### src/rtl/bcd_display_counter_pkg.sv
`default_nettype none
// ============================================================================
//  Module      : bcd_display_counter_pkg
//  Description : Shared definitions for the BCD display counter: converter
//                state encodings, the blank segment code and the active-low
//                seven-segment table for the decimal digits 0..9.
//                Segment order is {g,f,e,d,c,b,a}; a 0 lights a segment.
//  Revision    : 1.0 - initial release
// ============================================================================
package bcd_display_counter_pkg;

    // Converter sequencer states
    typedef enum logic [1:0] {
        CONV_IDLE  = 2'd0,
        CONV_SHIFT = 2'd1,
        CONV_DONE  = 2'd2
    } conv_state_e;

    // All segments off
    localparam logic [6:0] SEG_BLANK = 7'h7F;

    // Active-low patterns, entry 9 first so that SEG_TABLE[n] is digit n
    localparam logic [9:0][6:0] SEG_TABLE = {
        7'b0010000,   // 9
        7'b0000000,   // 8
        7'b1111000,   // 7
        7'b0000010,   // 6
        7'b0010010,   // 5
        7'b0011001,   // 4
        7'b0110000,   // 3
        7'b0100100,   // 2
        7'b1111001,   // 1
        7'b1000000    // 0
    };

    // Non-decimal codes cannot be produced by the converter; show them blank
    function automatic logic [6:0] seg_encode(input logic [3:0] digit);
        logic [6:0] seg;
        seg = SEG_BLANK;
        if (digit <= 4'd9) begin
            seg = SEG_TABLE[digit];
        end
        return seg;
    endfunction

endpackage
`default_nettype wire

### src/rtl/BCD2SevenSegment.sv
`default_nettype none
// ============================================================================
//  Module      : BCD2SevenSegment
//  Description : One-digit BCD to active-low seven-segment encoder.
//  Ports       : i_bcd [3:0]  BCD digit
//                o_seg [6:0]  {g,f,e,d,c,b,a}, active low; codes above 9 blank
//  Revision    : 1.0 - initial release
// ============================================================================
module BCD2SevenSegment
    import bcd_display_counter_pkg::*;
(
    input  logic [3:0] i_bcd,
    output logic [6:0] o_seg
);

    assign o_seg = seg_encode(i_bcd);

endmodule
`default_nettype wire

### src/rtl/binary_to_bcd_seq.sv
`default_nettype none
// ============================================================================
//  Module      : binary_to_bcd_seq
//  Description : Sequential double-dabble binary to BCD converter. Samples
//                the input in IDLE, runs WIDTH shift/add-3 steps, publishes
//                the result in DONE and returns to IDLE, so a new result
//                appears every WIDTH+2 cycles.
//  Ports       : clk        system clock
//                rst_n      asynchronous reset, active low
//                i_bin      binary value sampled in IDLE
//                o_bcd      registered BCD result, digit 0 in [3:0]
//                o_scratch  working BCD digits (final value while o_load=1)
//                o_load     high during DONE: o_scratch is being published
//                o_busy     converter not in IDLE
//                o_valid    one-cycle pulse together with the o_bcd update
//  Revision    : 1.0 - initial release
// ============================================================================
module binary_to_bcd_seq
    import bcd_display_counter_pkg::*;
#(
    parameter int WIDTH  = 16,
    parameter int DIGITS = 5
)
(
    input  logic                  clk,
    input  logic                  rst_n,
    input  logic [WIDTH-1:0]      i_bin,
    output logic [4*DIGITS-1:0]   o_bcd,
    output logic [4*DIGITS-1:0]   o_scratch,
    output logic                  o_load,
    output logic                  o_busy,
    output logic                  o_valid
);

    localparam int                  c_cnt_w = $clog2(WIDTH + 1);
    localparam logic [c_cnt_w-1:0]  c_last  = c_cnt_w'(WIDTH - 1);
    localparam logic [c_cnt_w-1:0]  c_one   = c_cnt_w'(1);

    conv_state_e               state_q, state_d;
    logic [WIDTH-1:0]          shift_q, shift_d;
    logic [4*DIGITS-1:0]       scratch_q, scratch_d;
    logic [c_cnt_w-1:0]        cnt_q, cnt_d;
    logic [4*DIGITS-1:0]       bcd_q, bcd_d;
    logic                      busy_q, busy_d;
    logic                      valid_q, valid_d;
    logic [4*DIGITS-1:0]       w_adj;

    always_comb begin
        state_d   = state_q;
        shift_d   = shift_q;
        scratch_d = scratch_q;
        cnt_d     = cnt_q;
        bcd_d     = bcd_q;
        valid_d   = 1'b0;

        // Add-3 correction: any digit >= 5 would exceed 9 after doubling
        w_adj = scratch_q;
        for (int i = 0; i < DIGITS; i++) begin
            if (scratch_q[4*i +: 4] >= 4'd5) begin
                w_adj[4*i +: 4] = scratch_q[4*i +: 4] + 4'd3;
            end
        end

        case (state_q)
            CONV_IDLE: begin
                shift_d   = i_bin;
                scratch_d = '0;
                cnt_d     = '0;
                state_d   = CONV_SHIFT;
            end
            CONV_SHIFT: begin
                {scratch_d, shift_d} = {w_adj, shift_q} << 1;
                cnt_d = cnt_q + c_one;
                if (cnt_q == c_last) begin
                    state_d = CONV_DONE;
                end
            end
            CONV_DONE: begin
                bcd_d   = scratch_q;
                valid_d = 1'b1;
                state_d = CONV_IDLE;
            end
            default: begin
                state_d = CONV_IDLE;
            end
        endcase

        busy_d = (state_d != CONV_IDLE);
    end

    always_ff @(posedge clk or negedge rst_n) begin
        if (!rst_n) begin
            state_q   <= CONV_IDLE;
            shift_q   <= '0;
            scratch_q <= '0;
            cnt_q     <= '0;
            bcd_q     <= '0;
            busy_q    <= 1'b0;
            valid_q   <= 1'b0;
        end else begin
            state_q   <= state_d;
            shift_q   <= shift_d;
            scratch_q <= scratch_d;
            cnt_q     <= cnt_d;
            bcd_q     <= bcd_d;
            busy_q    <= busy_d;
            valid_q   <= valid_d;
        end
    end

    assign o_bcd     = bcd_q;
    assign o_scratch = scratch_q;
    assign o_load    = (state_q == CONV_DONE);
    assign o_busy    = busy_q;
    assign o_valid   = valid_q;

endmodule
`default_nettype wire

### src/rtl/bcd_display_counter.sv
`default_nettype none
// ============================================================================
//  Module      : bcd_display_counter
//  Description : Up/down modulo counter with saturating parallel load and a
//                cascade terminal-count, continuously shown on seven-segment
//                displays through a sequential binary-to-BCD converter.
//  Ports       : CLK    system clock (posedge)
//                R      asynchronous reset, active low
//                E      count enable
//                UP     1 = count up, 0 = count down
//                LD     synchronous load (has priority over E)
//                D      load value, saturated to MAX_COUNT
//                Q      current count
//                TC     terminal count (combinational)
//                bcd    BCD of the last converted sample, digit 0 in [3:0]
//                HEX    active-low {g,f,e,d,c,b,a} per digit, digit 0 in [6:0]
//                BUSY   converter not idle
//                VALID  one-cycle pulse when bcd/HEX update
//  Revision    : 1.0 - initial release
// ============================================================================
module bcd_display_counter
    import bcd_display_counter_pkg::*;
#(
    parameter int              WIDTH     = 16,
    parameter int              DIGITS    = 5,
    parameter longint unsigned MAX_COUNT = (64'd1 << WIDTH) - 64'd1,
    parameter int              BLANK_LZ  = 0
)
(
    input  logic                  CLK,
    input  logic                  R,
    input  logic                  E,
    input  logic                  UP,
    input  logic                  LD,
    input  logic [WIDTH-1:0]      D,
    output logic [WIDTH-1:0]      Q,
    output logic                  TC,
    output logic [4*DIGITS-1:0]   bcd,
    output logic [7*DIGITS-1:0]   HEX,
    output logic                  BUSY,
    output logic                  VALID
);

    localparam logic [WIDTH-1:0] c_max = WIDTH'(MAX_COUNT);
    localparam logic [WIDTH-1:0] c_one = WIDTH'(1);

    logic [WIDTH-1:0]     q_q, q_d;
    logic [7*DIGITS-1:0]  hex_q, hex_d;
    logic [4*DIGITS-1:0]  w_scratch;
    logic                 w_load;
    logic [7*DIGITS-1:0]  w_seg;
    logic [DIGITS:0]      w_lz;
    logic [7*DIGITS-1:0]  w_hex_new;

    // ------------------------------------------------------------------
    // Counter
    // ------------------------------------------------------------------
    always_comb begin
        q_d = q_q;
        if (LD) begin
            q_d = (D > c_max) ? c_max : D;
        end else if (E) begin
            if (UP) begin
                q_d = (q_q == c_max) ? '0 : q_q + c_one;
            end else begin
                q_d = (q_q == '0) ? c_max : q_q - c_one;
            end
        end
    end

    assign TC = E & ~LD & (UP ? (q_q == c_max) : (q_q == '0));

    // ------------------------------------------------------------------
    // Converter
    // ------------------------------------------------------------------
    binary_to_bcd_seq #(
        .WIDTH  (WIDTH),
        .DIGITS (DIGITS)
    ) u_conv (
        .clk       (CLK),
        .rst_n     (R),
        .i_bin     (q_q),
        .o_bcd     (bcd),
        .o_scratch (w_scratch),
        .o_load    (w_load),
        .o_busy    (BUSY),
        .o_valid   (VALID)
    );

    // ------------------------------------------------------------------
    // Segment encoding of the digits about to be published
    // ------------------------------------------------------------------
    for (genvar i = 0; i < DIGITS; i++) begin : g_digit
        BCD2SevenSegment u_seg (
            .i_bcd (w_scratch[4*i +: 4]),
            .o_seg (w_seg[7*i +: 7])
        );
    end

    // w_lz[i] is set when digit i and every digit above it are zero
    always_comb begin
        w_lz         = '0;
        w_lz[DIGITS] = 1'b1;
        w_hex_new    = w_seg;
        for (int i = DIGITS - 1; i >= 0; i--) begin
            w_lz[i] = w_lz[i+1] & (w_scratch[4*i +: 4] == 4'd0);
            if ((BLANK_LZ != 0) && (i > 0) && w_lz[i]) begin
                w_hex_new[7*i +: 7] = SEG_BLANK;
            end
        end
    end

    // HEX follows bcd on the same edge so both always show one sample
    always_comb begin
        hex_d = hex_q;
        if (w_load) begin
            hex_d = w_hex_new;
        end
    end

    always_ff @(posedge CLK or negedge R) begin
        if (!R) begin
            q_q <= '0;
            for (int i = 0; i < DIGITS; i++) begin
                hex_q[7*i +: 7] <= ((i == 0) || (BLANK_LZ == 0)) ? SEG_TABLE[0] : SEG_BLANK;
            end
        end else begin
            q_q   <= q_d;
            hex_q <= hex_d;
        end
    end

    assign Q   = q_q;
    assign HEX = hex_q;

endmodule
`default_nettype wire

### config.mk
export PLATFORM = sky130hd
export DESIGN_NAME = bcd_display_counter
export DESIGN_NICKNAME = d
export VERILOG_FILES = /design/src/rtl/bcd_display_counter_pkg.sv /design/src/rtl/BCD2SevenSegment.sv /design/src/rtl/binary_to_bcd_seq.sv /design/src/rtl/bcd_display_counter.sv
export SDC_FILE = /design/constraint.sdc
export NUM_CORES = 1
export LEC_CHECK = 0
export ABC_AREA = 1
export CELL_PAD_IN_SITES_DETAIL_PLACEMENT = 0
export CELL_PAD_IN_SITES_GLOBAL_PLACEMENT = 2
export CORE_ASPECT_RATIO = 0.9
export CORE_MARGIN = 2
export CORE_UTILIZATION = 34
export DETAILED_ROUTE_END_ITERATION = 8
export PLACE_DENSITY_LB_ADDON = 0.25
export SLEW_MARGIN = 15
export SYNTH_ARGS = -nofsm -noshare
export SYNTH_HDL_FRONTEND = slang
export SYNTH_SLANG_ARGS = --single-unit
### constraint.sdc
create_clock -name CLK -period 3 [get_ports CLK]
set_input_delay 0.3 -clock CLK [delete_from_list [all_inputs] [get_ports CLK]]
set_output_delay 0.3 -clock CLK [all_outputs]
set_load 0.02 [all_outputs]
==> run_results.csv <==
group,metric,value,unit
floorplanning,start_util,34.9,%
cts,cts_num_sinks,116,
worst_setup_path,critPathRequiredTime,2.70,ns
worst_setup_path,r2r_start,"Q[8]$_DFFE_PN0P_",
pwr,internal-power,4890,uW
cells_and_area,finalNetCount,973,
pwr,power_density,931,nW/um2
routing,maxUsedRoutingLayer,"met4",
cts,cts_tree,"built",
cells_and_area,drive_gt1_share,7.71,%
placement,gp_congestion,0.893,
routing,drtIter0Drc,350,
routing,wl_met3,687,um
sta,max_slew.worst_pin.slew,0.625,ns
cts,cts_buffer_depth,2,
worst_setup_path,crit_path_max_incr_delay,0.47,ns
cts,clk_pin_slew_worst_paths,0.06,ns
global_route,antenna_found_initial,0,
logic_synthesis,synth_seq_cells,116,
floorplanning,design.core.area,18500,um2
placement,port_buffers,94,
sta,tns,0,ns
logic_synthesis,syn_area_per_cell,7.75,um2
worst_hold_path,hold_class,"input pin to asynchronous set/reset pin",
worst_setup_path,cp_num_buf_inv,2,
worst_setup_path,rr_worst_depth,10,
routing,ant_nets,0,
sta,period_needed,2.47,ns
logic_synthesis,synth_async_sr_flop_share,100,%
floorplanning,num_io_pins,95,
logic_synthesis,yosysWarnings,0,
sta,setup_violations,0,
pwr,p_seq_share,32.8,%
cts,cts_inserted_buffers,17,
pwr,p_leak,0.00380,uW
logic_synthesis,synthesis.area,6450,um2
pwr,p_sw_share,36.6,%
pwr,combPwrFrac,38.6,%
sta,min_period_over_period,82.2,%
cells_and_area,antenna_cells,0,
cts,root_buffer,"clkbuf_16",
flow_run,drv_cap,0,
global_route,grt_max_degree,55,
routing,dr_wl_met2,8770,um
global_route,gr-total-overflow,0,
routing,vias,5835,
pwr,ir_drop,0.415,mV
sta,rsz0062_at_grt,"false",
logic_synthesis,synthesis.nets,883,
sta,relSlewSlack,58.3,%
global_route,grt_pass1_vias,5761,
cells_and_area,area_growth,28.4,%
floorplanning,dieArea,20100,um2
worst_setup_path,path_depth,9,
routing,drt_pass1_iterations,5,
cts,cts_htree_levels,4,
worst_setup_path,crit_family,"simple AND/OR/NAND/NOR gates",
outcome,status,"complete, no violations",
routing,wl_per_cell,15.6,um
worst_setup_path,critPathLaunch,"Q[0]$_DFFE_PN0P_",
worst_setup_path,crit_path_max_fanout,9,
sta,hold_violations,0,
placement,place_ws,0.609,ns
logic_synthesis,synth-edff-count,0,
logic_synthesis,synthFlopType,"dfrtp_1",
worst_setup_path,startpoint_type,"flop",
global_route,grt_pass1_wl,30100,um
logic_synthesis,ys_seq_area_share,45.1,%
floorplanning,die_height,135,um
floorplanning,die_width,149,um
worst_setup_path,crit_slowest_cell,"dfrtp_1",
logic_synthesis,yosysUniqueCellTypes,32,
worst_setup_path,cp_common_cell,"nand2_1",
worst_setup_path,crit_chain,"inv_1 -> ha_1 -> nand2_1 -> nor2_1 -> nand2_2 -> nand2_1 -> nand2_1 -> nor2_1 -> dlymetal6s2s_1",
sta,setup_ws,0.534,ns
floorplanning,core.rowCount,47,
cells_and_area,post-route-util,44.9,%
routing,met1Wirelength,8630,um
pwr,switchingPower,2820,uW
cts,clk_latency,0.41,ns
sta,maxSlewViolCount,0,
global_route,grt_usage,19.0,%
sta,fmax,405,MHz
worst_setup_path,worstPathArrival,2.17,ns
worst_setup_path,end_kind,"output pin",
routing,drt_wl_total,18400,um
cells_and_area,final_area,8280,um2
logic_synthesis,synthCells,832,
sta,clock_skew,0.00922,ns
routing,remaining_drc_errors,0,
routing,vias_per_cell,4.95,
pwr,clock_power_share,28.6,%
placement,dp_hpwl,13100,um
worst_setup_path,crit_type,"flop to output pin",
placement,placed_cell_area,7630,um2
-- flip-flops by register name (all words and copies together) (netlist names) --
name              count
HEX                  35
u_conv.o_bcd         20
u_conv.o_scratch     20
Q                    16
u_conv.shift_q       16
u_conv.cnt_q          5
u_conv.state_q        2
u_conv.o_busy         1
u_conv.o_valid        1
-- Yosys cell counts (all sizes together), types with 3 or more instances --
cell type | n | area share (%)
nand2 | 191 | 11
nor2 | 116 | 7.5
dfrtp | 111 | 43
o21ai | 108 | 8.4
a21oi | 66 | 5.1
inv | 65 | 3.8
nand3 | 46 | 3.6
ha | 30 | 5.8
buf | 23 | 1.9
clkbuf | 14 | 0.85
a22oi | 13 | 1.5
xor2 | 10 | 1.4
o211ai | 9 | 1.0
dfstp | 5 | 2.0
nand4 | 5 | 0.48
o22ai | 5 | 0.48
o32ai | 4 | 0.54
or2 | 4 | 0.39
xnor2 | 3 | 0.41
-- power groups by stage --
stage          clock network [uW]  registers, uW  logic (uW)
6_report                     2200           2530        2980
5_1_grt                      2340           2620        3320
4_1_cts                      2260           2540        3010
3_5_place_dp                    0           2560        2990
3_3_place_gp                    0           2540        2980
2_1_floorplan                   0           2920        1340
-- cell type report --
type	instances	area (um2)
fillers	1855	10200
clock inverters	9	149
well taps	245	307
clock buffers	22	494
flip-flops and latches	116	2910
multi-input cells	614	3120
inverters	65	244
repair buffers	108	1060
-- layer usage --
metal  vias to the layer above  global-route usage [%]
li1                       2934                       -
met3                        19                    3.75
met2                       115                    31.4
met1                      2767                    25.5
met4                         0                    5.03
met5                         -                       0
-- logic make-up after synthesis --
family,synth area share (%)
DFF,45.1
xor gates and xnor gates,1.77
buffers and inverters,6.56
and+or+nand+nor,23.4
adders and majority gates,5.82
AOI/OAI and AO/OA,17.3
-- path summary, 6_finish.rpt --
| kind | endpoint | slack, ns |
|---|---|---|
| max in group asynchronous | HEX[13]$_DFFE_PN1P_ | 1.78 |
| setup reg to reg | Q[13]$_DFFE_PN0P_ | 1.12 |
| min in group CLK | Q[5]$_DFFE_PN0P_ | 0.47 |
| hold / removal | HEX[25]$_DFFE_PN0P_ | 0.45 |
| hold reg to reg | u_conv.o_bcd[6]$_DFFE_PN0P_ | 0.48 |
| setup / recovery | TC | 0.53 |
-- per-stage QoR --
stage                     power, uW  instances  hold slack (ns)
after floorplan                4270        832          0.00441
after global placement         5520       1147            0.356
after detailed placement       5560       1147            0.361
after CTS                      7810       1179            0.449
after global routing           8270       1179            0.466
final                          7710       1179            0.453
-- placed cells by master, fill, tap and decap left out, types with 2 or more instances in the layout --
master,synthesis,routed
bufinv_16,0,4
xor2_1,10,10
or2_2,4,4
xnor2_1,3,3
a22oi_1,13,13
dfrtp_1,111,111
ha_1,30,30
nand4_1,5,5
dfstp_2,5,5
clkdlybuf4s50_1,0,92
nand3_1,46,46
o211ai_1,9,9
o21ai_0,107,107
nor2_1,107,106
inv_2,4,4
nand2_1,188,188
nand2_2,3,3
inv_1,61,61
nor2_4,2,2
nor2_2,6,7
clkbuf_8,0,5
a21oi_1,66,66
clkbuf_16,0,17
buf_4,1,13
o22ai_1,5,5
o32ai_1,4,4
clkinv_2,0,4
-- repair_timing --
action                                  CTS  global route
resized for setup                         0             1
hold endpoints to repair                 41             0
hold buffers                              1             0
setup buffers                             0             0
endpoints found under the setup margin    0             1
No activity file was read; power rests on OpenSTA's default activity.
